[src/rtl/gray_input_qualifier.sv]
// Gray-coded position input front end: per-bit synchroniser, stability
// qualifier and acceptance FSM that flags non-single-step code changes.

module gray_sync_bit #(
  parameter int STAGES = 2
) (
  input  logic clk,
  input  logic rst,
  input  logic d,
  output logic q
);
  logic [STAGES-1:0] ff;

  always_ff @(posedge clk or posedge rst) begin
    if (rst) ff <= '0;
    else     ff <= {ff[STAGES-2:0], d};
  end

  assign q = ff[STAGES-1];
endmodule

module gray_input_qualifier #(
  parameter int WIDTH         = 4,
  parameter int SYNC_STAGES   = 2,
  parameter int STABLE_CYCLES = 8
) (
  input  logic             clk,
  input  logic             rst,
  input  logic [WIDTH-1:0] gray_in,
  output logic [WIDTH-1:0] gray_out,
  output logic             valid,
  output logic             jump_err,
  output logic             locked
);
  localparam int CW = $clog2(STABLE_CYCLES + 1);

  typedef enum logic {ACQ, HOLD} state_t;

  state_t           state_q, state_d;
  logic [WIDTH-1:0] s, cand, acc_val, diff, gray_d;
  logic [CW-1:0]    cnt;
  logic             stable, multi, valid_d, jerr_d, locked_d;

  genvar gi;
  generate
    for (gi = 0; gi < WIDTH; gi++) begin : g_sync
      gray_sync_bit #(.STAGES(SYNC_STAGES)) u_sync (
        .clk (clk),
        .rst (rst),
        .d   (gray_in[gi]),
        .q   (s[gi])
      );
    end
  endgenerate

  // Candidate tracks the synchronised code; cnt saturates so a long-held
  // value hits the acceptance point exactly once.
  always_ff @(posedge clk or posedge rst) begin
    if (rst) begin
      cand <= '0;
      cnt  <= '0;
    end else if (s != cand) begin
      cand <= s;
      cnt  <= CW'(1);
    end else if (cnt != CW'(STABLE_CYCLES)) begin
      cnt  <= cnt + CW'(1);
    end
  end

  always_comb begin
    stable  = 1'b0;
    acc_val = cand;
    if (STABLE_CYCLES == 1) begin
      // No hold requirement: take the synchronised code directly.
      stable  = 1'b1;
      acc_val = s;
    end else begin
      stable  = (s == cand) && (cnt == CW'(STABLE_CYCLES - 1));
      acc_val = cand;
    end
  end

  // More than one bit differs iff clearing the lowest set bit leaves any.
  assign diff  = acc_val ^ gray_out;
  assign multi = |(diff & (diff - WIDTH'(1)));

  always_comb begin
    state_d  = state_q;
    gray_d   = gray_out;
    valid_d  = 1'b0;
    jerr_d   = 1'b0;
    locked_d = locked;
    case (state_q)
      ACQ: begin
        if (stable) begin
          gray_d   = acc_val;
          valid_d  = 1'b1;
          locked_d = 1'b1;
          state_d  = HOLD;
        end
      end
      HOLD: begin
        if (stable && (acc_val != gray_out)) begin
          gray_d  = acc_val;
          valid_d = 1'b1;
          jerr_d  = multi;
        end
      end
      default: state_d = ACQ;
    endcase
  end

  always_ff @(posedge clk or posedge rst) begin
    if (rst) begin
      state_q  <= ACQ;
      gray_out <= '0;
      valid    <= 1'b0;
      jump_err <= 1'b0;
      locked   <= 1'b0;
    end else begin
      state_q  <= state_d;
      gray_out <= gray_d;
      valid    <= valid_d;
      jump_err <= jerr_d;
      locked   <= locked_d;
    end
  end
endmodule

[config.mk]
export PLATFORM = sky130hd
export DESIGN_NAME = gray_input_qualifier
export DESIGN_NICKNAME = d
export VERILOG_FILES = /design/src/rtl/gray_input_qualifier.sv
export SDC_FILE = /design/constraint.sdc
export NUM_CORES = 1
export LEC_CHECK = 0
export CAP_MARGIN = 30
export CORE_MARGIN = 2
export CORE_UTILIZATION = 40
export CTS_BUF_LIST = sky130_fd_sc_hd__clkbuf_16
export DETAILED_ROUTE_END_ITERATION = 10
export PLACE_DENSITY = 0.72
export SYNTH_ARGS = -nofsm -noshare
export SYNTH_HDL_FRONTEND = slang
export SYNTH_SLANG_ARGS = --single-unit
[constraint.sdc]
create_clock -name clk -period 3.9 [get_ports clk]
set_clock_uncertainty 0.15 [all_clocks]
set_input_delay 0.78 -clock clk [delete_from_list [all_inputs] [get_ports clk]]
set_output_delay 0.78 -clock clk [all_outputs]
set_load 0.01 [all_outputs]
# --- Yosys cells after proc, flatten, opt, wreduce, memory -nomap -nowiden ---
# Cells that the tools add are included.
classes:
  mux: 11
  multipliers: 0
  n_eq_ne: 7
  div_mod_pow: 0
  order_cmp: 0
  n_addsub: 2
  n_shift: 0
  n_reduce_logical: 6
  bitwise_logic: 3
ops:
  columns: ["cell", "count"]
  rows:
  - ["$mux 4", 4]
  - ["$ne 4x4->1", 2]
  - ["$pmux 4 s2", 1]
  - ["$mux 1", 5]
  - ["$add 4x1->4 const B", 1]
  - ["$and 4x4->4", 1]
  - ["$eq 4x3->1 const B", 1]
  - ["$eq 4x4->1", 1]
  - ["$ne 4x4->1 const B", 1]
  - ["$reduce_and 2->1", 2]
  - ["$reduce_or 4->1", 1]
  - ["$sub 4x1->4 const B", 1]
  - ["$xor 4x4->4", 1]
  - ["$logic_and 1x1->1", 2]
  - ["$ne 2x1->1 const B", 1]
  - ["$ne 2x2->1 const B", 1]
  - ["$pmux 1 s2", 1]
  - ["$reduce_bool 2->1", 1]
  - ["$not 1->1", 1]
word_totals:
  n_memories: 0
  output_inout_bits: 7
  ram_bits: 0
  mem_bits_ro: 0
  word_cells: 40
  regBits: 24
  input_bits: 6
  latch_bits: 0

# --- Longest topological paths before layout ---
logic_depth:
  depth_word: 6
  mapped_depth: 6
  mapped_depth_nobuf: 6

# --- Cells and area by module ---
# A second synthesis with hierarchy kept.
unflattened:
  cells_unflattened: 74
  hier_area_um2: 944.7
modules_own_cells:
  columns: ["module", "area_each_um2", "instances", "cells_per_inst", "seq_area_each_um2"]
  rows:
  - ["gray_input_qualifier", 729.4, 1, 62, 400.4]
  - ["gray_sync_bit", 53.8, 4, 3, 50.0]

# --- Worst setup path after synthesis ---
# No wires, ideal clock.
synth_path:
  kind: "flip-flop to flip-flop"
  start: "register cand[2], in the netlist acc_val[2]"
  end: "register gray_out[0]"
  arrival_ns: 1.408
  period_less_slack_ns: 1.682
  required_time_ns: 3.625
  path_slack_ns: 2.218
  setup_ns: 0.125
  stages_incl_launch_ff: 5
  n_path_buf: 0
  cell_sequence: "dfrtp_1 -> xnor2_1 -> nand4_2 -> nor3_4 -> mux2_2"
synth_via:
  elab_chain_cells: 5
  elab_cells_between_ends: 7
  classes_between: "eq/ne: 4; reduce/logical: 3"
synth_rtl:
  columns: ["element", "line", "text"]
  rows:
  - ["from (decl)", "40", "logic [WIDTH-1:0] s, cand, acc_val, diff, gray_d;"]
  - ["from (signal assigned)", "63", "cand <= s;"]
  - ["$eq 4x4->1", "78", "stable = (s == cand) && (cnt == CW'(STABLE_CYCLES - 1));"]
  - ["$logic_and 1x1->1", "78", null]
  - ["$logic_and 1x1->1", "103", "if (stable && (acc_val != gray_out)) begin"]
  - ["$ne 2x1->1 (no source line)", null, null]
  - ["$reduce_and 2->1 (no source line) (*)", null, null]
  - ["to (signal assigned)", "122", "gray_out <= gray_d;"]
  - ["to (decl)", "30", "output logic [WIDTH-1:0] gray_out,"]
# Every way passes the cells marked *; elsewhere a longest branch is shown, timed or not.
# A chain may end at the register's enable or synchronous reset.

# --- Worst setup path in the final report ---
layout_path:
  start: "register gray_out[0]"
  end: "output port gray_out[0]"
# No word-level cell between the ends.

==> run_results.csv <==
group,metric,value,unit
timing,finalSetupTns,0,ns
power,powerDensity,436,nW/um^2
yosys,yosys_most_used_dff,"dfrtp_1",
route,wl_per_cell,10.9,um
finish,n_antenna_cell,0,
timing,fmax,0.473,GHz
yosys,ys_seq_area_frac,0.646,
route,viasPerCell,4.61,
yosys,synth.net_count,78,
worst_setup_path,crit_fanout,3,
run_status,status,"finished, final reports clean",
timing,tightest_slew,0.832,ns
worst_setup_path,required,2.97,ns
clock_tree,cts_root_buffer,"clkbuf_16",
die,die_w,52.2,um
clock_tree,cts_resized,0,
worst_setup_path,worstPathCellList,"clkdlybuf4s50_1",
placement,dpl.hpwl,892,um
clock_tree,cts_tree,"done",
route,drt_iter0_markers,3,
flow_run,maxCapViolCount,0,
clock_tree,cts_made_buffers,3,
route,post-route-drc-count,0,
global_route,grt_pass1_vias,489,
yosys,syn_avg_cell_area,13.3,sq um
route,dr.pass1.iters,4,
die,coreArea,2210,sq um
power,vdd.ir_drop.worst,0.000385,V
yosys,synth_top_area_cell,"dfrtp_1",
worst_setup_path,cp-start-kind,"flop",
timing,maxSlewHeadroom,0.444,
yosys,synthTopCellsByArea,"dfrtp_1 (65%), mux2_2 (6.1%), xnor2_1 (5.7%)",
clock_tree,clockBufferDepth,2,
placement,io_buffer_count,12,
placement,place_congestion,0.758,
yosys,syn_area,930,sq um
clock_tree,cts.clk_slew.worst_paths,0.06,ns
yosys,ys.warnings.count,0,
worst_setup_path,worstSetupPathType,"reg -> out",
worst_setup_path,critPathArrivalTime,1.18,ns
route,ant_nets,0,
finish,area_growth,23.6,%
hold_path,hold_class,"reg -> reg",
die,die_h,52.2,um
timing,rsz0062_at_grt,"no",
worst_setup_path,critPathBufInv,1,
finish,utilization,0.519,
global_route,overflow,0,
clock_tree,post_cts_buffers,0,
timing,fin_crit_sh,0.542,
clock_tree,clock_sinks,24,
yosys,synth_edf_count,0,
timing,finalSetupViolCount,0,
die,io_pins,13,
yosys,async_flop_share,1.00,
timing,fin_crit,2.11,ns
worst_setup_path,slowest_stage,"clkdlybuf4s50_1",
timing,finalHoldViolations,0,
yosys,synthDominantCellAreaShare,0.646,
finish,layout-drive-gt1-share,0.134,
worst_setup_path,crit_path_end_kind,"output port",
timing,drv_slew,0,
finish,fill_cells,206,
power,leakage,0.526,nW
die,dieArea,2730,sq um
yosys,synth_cells,70,
die,initial_core_util,0.420,
worst_setup_path,critical-path-max-stage-delay,0.55,ns
global_route,grt_pass1_wl,2180,um
yosys,yosys.cell_types.count,21,
route,totalWireLength,1200,um
yosys,synth-seq-cells,24,
route,num_vias,507,
clock_tree,clk_latency,0.25,ns
clock_tree,htreeDepth,1,
global_route,track_usage,0.117,
global_route,grt_max_degree,25,
clock_tree,cts_hold_buf,0,
finish,nets,91,
die,rows,17,
worst_setup_path,cp_top_family,"buffers and inverters",
global_route,grt_antenna_before_repair,0,
==> power by group <==
part           leakage (nW)  total, mW  internal (mW)  switching, mW
registers             0.302      0.262          0.257        0.00556
logic                 0.185     0.0231         0.0116         0.0116
clock network        0.0385      0.216          0.137         0.0788
total                 0.526      0.501          0.405         0.0959
==> cells in the mapped netlist, drive strengths merged (2+ instances only) <==
cell and n:
inv 4, xnor2 6, nor3 2, nand2 4, mux2 5, xor2 4, dfrtp 24, nor2 4
nand3 2, ha 2, clkbuf 4
==> cell families after synthesis <==
| logic type | synth area share |
|---|---|
| buffers and inverters | 0.0323 |
| adder cells (fa/ha/maj) | 0.0377 |
| flip-flops | 0.646 |
| AO/OA/AOI/OAI | 0.0296 |
| AND/OR/NAND/NOR | 0.0996 |
| multiplexers | 0.0606 |
| XOR/XNOR | 0.0942 |
==> cell type report <==
cell class,instances,area [sq um],area share
Clock inverter,1,3.75,0.00327
Timing Repair Buffer,12,120,0.105
Clock buffer,3,75.1,0.0654
Inverter,4,15.0,0.0131
Tap cell,28,35.0,0.0305
Sequential cell,24,601,0.523
Multi-Input combinational cell,38,299,0.260
==> routing by layer <==
layer	track usage	up-vias	share of wire
li1	-	250	-
met1	0.151	238	0.47
met2	0.165	15	0.44
met3	0.0343	4	0.058
met4	0.0897	0	0.038
met5	0	-	0
==> worst paths after layout <==
check                                        from  slack [ns]                     end  depth (start not counted)
max                                   gray_out[0]        1.79             gray_out[0]                          1
min                        g_sync[3].u_sync.ff[0]        0.20  g_sync[3].u_sync.ff[1]                          0
max reg2reg                            acc_val[3]        2.06             gray_out[3]                          4
min reg2reg                g_sync[3].u_sync.ff[0]        0.20  g_sync[3].u_sync.ff[1]                          0
max in group asynchronous                     rst        2.24  g_sync[0].u_sync.ff[1]                          2
min in group asynchronous                     rst        0.84  g_sync[2].u_sync.ff[0]                          2
==> placed cells by master (no fill, tap or decap), types with 2 or more instances in the layout <==
master           instances
xor2_1                   4
dfrtp_1                 24
clkbuf_16                3
ha_1                     2
inv_1                    4
xnor2_1                  6
nor2_1                   4
nand2_1                  4
nand3_1                  2
clkdlybuf4s50_1         12
mux2_2                   5
==> sequential cells by signal, indices dropped and copies added (netlist names) <==
| signal | count |
|---|---|
| acc_val | 4 |
| valid | 1 |
| state_q | 1 |
| g_sync.u_sync.ff | 8 |
| jump_err | 1 |
| locked | 1 |
| gray_out | 4 |
| cnt | 4 |
==> stage by stage <==
step | worst slack [ns] | total power, mW | std cells | hold WS [ns] | cell area, sq um
floorplan | 2.22 | 0.282 | 70 | 0.181 | 930
global placement | 1.92 | 0.290 | 106 | 0.182 | 1070
detailed placement | 1.87 | 0.291 | 106 | 0.187 | 1070
CTS | 1.78 | 0.510 | 110 | 0.200 | 1150
global route | 1.74 | 0.523 | 110 | 0.206 | 1150
finish | 1.79 | 0.501 | 110 | 0.198 | 1150
(Power assumes the default switching activity.)
